--- src/rtl/inst_loader.sv ---
// Boot-time instruction memory loader: assembles a length-prefixed, XOR-checksummed
// byte stream into big-endian 32-bit words and releases the core once verified.
module inst_loader #(
  parameter int ADDR_WIDTH = 10
) (
  input  logic                  clk,
  input  logic                  reset,
  input  logic [7:0]            in_data,
  input  logic                  in_valid,
  output logic                  in_ready,
  output logic                  we_out,
  output logic [ADDR_WIDTH-1:0] waddr_out,
  output logic [31:0]           wdata_out,
  output logic                  core_hold_out,
  output logic                  done_out,
  output logic                  error_out
);

  localparam logic [2:0] S_LEN_HI = 3'd0;
  localparam logic [2:0] S_LEN_LO = 3'd1;
  localparam logic [2:0] S_DATA   = 3'd2;
  localparam logic [2:0] S_CSUM   = 3'd3;
  localparam logic [2:0] S_DONE   = 3'd4;
  localparam logic [2:0] S_ERROR  = 3'd5;

  // Largest legal image fills the RAM exactly; 17 bits so ADDR_WIDTH=16 still works.
  localparam logic [16:0] MAX_WORDS = 17'd1 << ADDR_WIDTH;

  logic [2:0]            state;
  logic [7:0]            len_hi;
  logic [15:0]           n_words;
  logic [15:0]           word_cnt;
  logic [1:0]            byte_cnt;
  logic [23:0]           shift;
  logic [7:0]            csum;
  logic [ADDR_WIDTH-1:0] addr;
  logic                  accept;
  logic [15:0]           len;

  assign in_ready = !reset && (state == S_LEN_HI || state == S_LEN_LO ||
                               state == S_DATA   || state == S_CSUM);
  assign accept        = in_valid && in_ready;
  assign len           = {len_hi, in_data};
  assign core_hold_out = (state != S_DONE);
  assign done_out      = (state == S_DONE);
  assign error_out     = (state == S_ERROR);

  always_ff @(posedge clk) begin
    if (reset) begin
      state     <= S_LEN_HI;
      len_hi    <= 8'd0;
      n_words   <= 16'd0;
      word_cnt  <= 16'd0;
      byte_cnt  <= 2'd0;
      shift     <= 24'd0;
      csum      <= 8'd0;
      addr      <= '0;
      we_out    <= 1'b0;
      waddr_out <= '0;
      wdata_out <= 32'd0;
    end else begin
      we_out <= 1'b0;
      if (accept) begin
        case (state)
          S_LEN_HI: begin
            len_hi <= in_data;
            state  <= S_LEN_LO;
          end
          S_LEN_LO: begin
            n_words <= len;
            if ({1'b0, len} > MAX_WORDS) state <= S_ERROR;
            else if (len == 16'd0)      state <= S_CSUM;
            else                        state <= S_DATA;
          end
          S_DATA: begin
            csum     <= csum ^ in_data;
            shift    <= {shift[15:0], in_data};
            byte_cnt <= byte_cnt + 2'd1;
            // Fourth byte completes the word: issue the RAM write next cycle.
            if (byte_cnt == 2'd3) begin
              we_out    <= 1'b1;
              wdata_out <= {shift, in_data};
              waddr_out <= addr;
              addr      <= addr + 1'b1;
              word_cnt  <= word_cnt + 16'd1;
              if (word_cnt == n_words - 16'd1) state <= S_CSUM;
            end
          end
          S_CSUM: begin
            state <= (in_data == csum) ? S_DONE : S_ERROR;
          end
          default: state <= state;
        endcase
      end
    end
  end

endmodule

--- config.mk ---
export PLATFORM = sky130hd
export DESIGN_NAME = inst_loader
export DESIGN_NICKNAME = d
export VERILOG_FILES = /design/src/rtl/inst_loader.sv
export SDC_FILE = /design/constraint.sdc
export NUM_CORES = 1
export LEC_CHECK = 0
export ABC_AREA = 1
export CORE_AREA = 2 2 159 122
export CTS_CLUSTER_DIAMETER = 200
export CTS_CLUSTER_SIZE = 14
export DETAILED_ROUTE_END_ITERATION = 8
export DIE_AREA = 0 0 161 124
export PLACE_DENSITY = 0.55
export SKIP_CTS_REPAIR_TIMING = 1
export SYNTH_ARGS = -nofsm -noshare
export SYNTH_HDL_FRONTEND = slang
export SYNTH_SLANG_ARGS = --single-unit
--- constraint.sdc ---
create_clock -name clk -period 1.7 [get_ports clk]
set_input_delay 0.51 -clock clk [delete_from_list [all_inputs] [get_ports clk]]
set_output_delay 0.51 -clock clk [all_outputs]
set_load 0.01 [all_outputs]
==> metrics <==
failing checks setup timing; critical path data required time 1.19 ns; via count 5,209; later-pin clock latency in the skew report 0.42 ns; first-pass GRT wire length 24,180 µm; Syn Inst Count 762; pwr dens 942.4 nW/µm²; Tightest Pin Transition 0.6681 ns; DRC Markers 0; H-tree Lvls 4; largest net degree at the start of global routing 57; WL final 15,430 µm; leakage power 4.027 nW; hold_sp addr[7]; Initial DRC Count 295; max-capacitance violation count 0; area delta synth->final 41.48%; Async SR Flop Fraction 0%; R2R Setup Slk -0.03 ns; yosys warns 0; Worst Path Max Fanout 4; Crit. End Element output pin; clock skew 0.01273 ns; CTS tree yes; post-synth top area cell dfxtp_1; reg2reg start state[1]; initial antenna violation count 0; CTS buffer count 17; GPL Wtd Cong 0.8094; kind of critical path reg2out; TNS Setup -0.1505 ns; WHS Path Cells 1; Total GRT Usage 15.34%; Hold Path Class reg2reg; # clock sinks 130; Layout Nets 903; Reg-to-Reg End word_cnt[13]; final slew viol count 0; Hold Vio Cnt, Final 0; Mapped Area 5632 µm²; RSZ-0062 raised after global routing true; Critical Path Slowest Stage Cell dfxtp_2; Vert. Die Dim 124 µm; Longest Clk Path Bufs 2; Syn Nets 777; Die Area 19,960 µm²; IO Pins 58; Detail Placement HPWL 10,690 µm; worst reg2reg path depth 10; Cell Rows 43; fillers 1,855; Initial Utilization 30.79%; First-pass DRT Iterations 4; #FFs+latches synth 130; Vias/cell 4.537; predominant post-synthesis flop cell dfxtp_1; Largest stage delay, worst path 0.37 ns; Final Non-Filler Cells 1,148; syn_area_per_cell 7.391 µm²; CP startpoint kind register; port buffer count 57; grt ovf 0; post-DR wirelength/cell 13.44 µm; Antenna Nets Post-Route 0; register area share after synthesis 46.21%; fin crit period 1.769 ns; Synth cell types 39; outcome finished with violations; most numerous cell in the Yosys netlist nand2_1; ratio of final minimum period to clock period 104.1%; clk slew on worst S/H paths 0.07 ns; Synth area leaders dfxtp_1 46%, nand2_1 9.9%, a21oi_1 8.1%, o21ai_0 6.5%, nor2_1 6.0%; setup ws final -0.06942 ns; Antenna diodes 0; Critical Path, Cell by Cell inv_1 > nor2_1 > inv_1 > nor2_1 > clkbuf_2; vias in the first global route 4,683; Hold Path Sink addr[8]; IR drop worst, VDD 0.0005515 V; share of layout cells above drive strength 1 22.31%; synth cell count leaders 148 x nand2_1, 130 x dfxtp_1, 91 x a21oi_1; Placed Cells 1,114; WP data arrival 1.26 ns; FMAX 0.5652 GHz; Slew headroom 55.46%; Setup Viol. Count Final 5; Die X 161 µm; area fraction of the dominant cell type after synthesis 46.21%; Post-synth EDFFs 0; Core Box Area 18,290 µm²; cell chosen for the clock root clkbuf_16
## report_power, final
part | internal, mW | switching, mW
Sequential | 3.10 | 0.0439
Clock | 2.09 | 1.58
Combinational | 0.291 | 0.404
Total | 5.48 | 2.03
## flip-flops by register name (all words and copies together), names as in the netlist
signal and cells:
addr 10, byte_cnt 2, csum 8, len_hi 8
n_words 16, shift 24, state 3, waddr_out 10
wdata_out 32, we_out 1, word_cnt 16
## kinds of logic (layout without fill, tap and decap cells)
family	count (synthesis)	count (layout)	synth area share (%)
simple gates	314	314	24.88
flops	130	130	46.21
xor+xnor	21	21	3.266
buf+inv	110	249	7.865
fa+ha+maj	4	4	0.8887
compound gates	183	183	16.89
## metrics by stage
stage / area [µm²] / util (%) / hold slack (ns) / power (mW) / setup slack, ns
2_1_floorplan: 5637 / - / 0.4251 / 3.560 / 0.002864
3_3_place_gp: 7019 / 38.37 / 0.4347 / 3.800 / -0.5319
3_5_place_dp: 7019 / 38.37 / 0.4358 / 3.808 / -0.5776
4_1_cts: 7605 / 41.57 / 0.4444 / 7.482 / -0.5265
5_1_grt: 7968 / 43.56 / 0.4675 / 7.812 / -0.1928
6_report: 7968 / 43.56 / 0.4455 / 7.509 / -0.06942
## final cells by class
class / count / area (µm²) / share of cell area [%]
multi-input combinational: 522 / 2798 / 35.11
sequential: 130 / 2620 / 32.88
timing repair buffer: 141 / 1365 / 17.13
clock buffer: 17 / 425.4 / 5.339
tap: 247 / 309.0 / 3.879
inverter: 76 / 290.3 / 3.643
clock inverter: 15 / 160.2 / 2.010
## how the worst max path moves through the flow
stage	from	end	slack, ns	cells past startpoint
finish	state[0]	error_out	-0.07	5
global route	state[1]	word_cnt[15]	-0.19	11
CTS	state[0]	error_out	-0.53	5
detailed placement	in_data[0]	state[0]	-0.58	10
global placement	in_valid	word_cnt[15]	-0.53	12
floorplan	reset	addr[9]	0.003	13
## worst max-delay path: cells and delay by family, from the launching register on
kind	cells	cell delay [ns]
buffers and inverters	3	0.27
flip-flops	1	0.37
AND/OR/NAND/NOR	2	0.20
## placed cells by master (no fill, tap or decap), drive strengths merged
cell           count
inv               86
o21a               1
nand3             24
ha                 4
nand4             11
dlymetal6s2s      48
nor4               7
xnor2             11
a21oi             91
clkdlybuf4s50      5
xor2              10
or2                1
bufinv             1
nor3b              3
nor4b              1
clkinv             3
a31oi              3
clkbuf            19
dfxtp            130
clkinvlp           1
buf               86
nand3b             3
nor2              97
nand2            152
nor3              13
o21ai             78
o21bai             2
a211oi             8
and2               2
## routing by layer
metal	vias to the layer above	global-route usage (%)	part of all wire [%]
met1	2362	23.90	56
met2	76	20.87	40
met3	13	3.230	3.1
met5	-	0	0
met4	0	4.129	0.71
li1	2758	-	-
No activity file was read; power rests on OpenSTA's default activity.
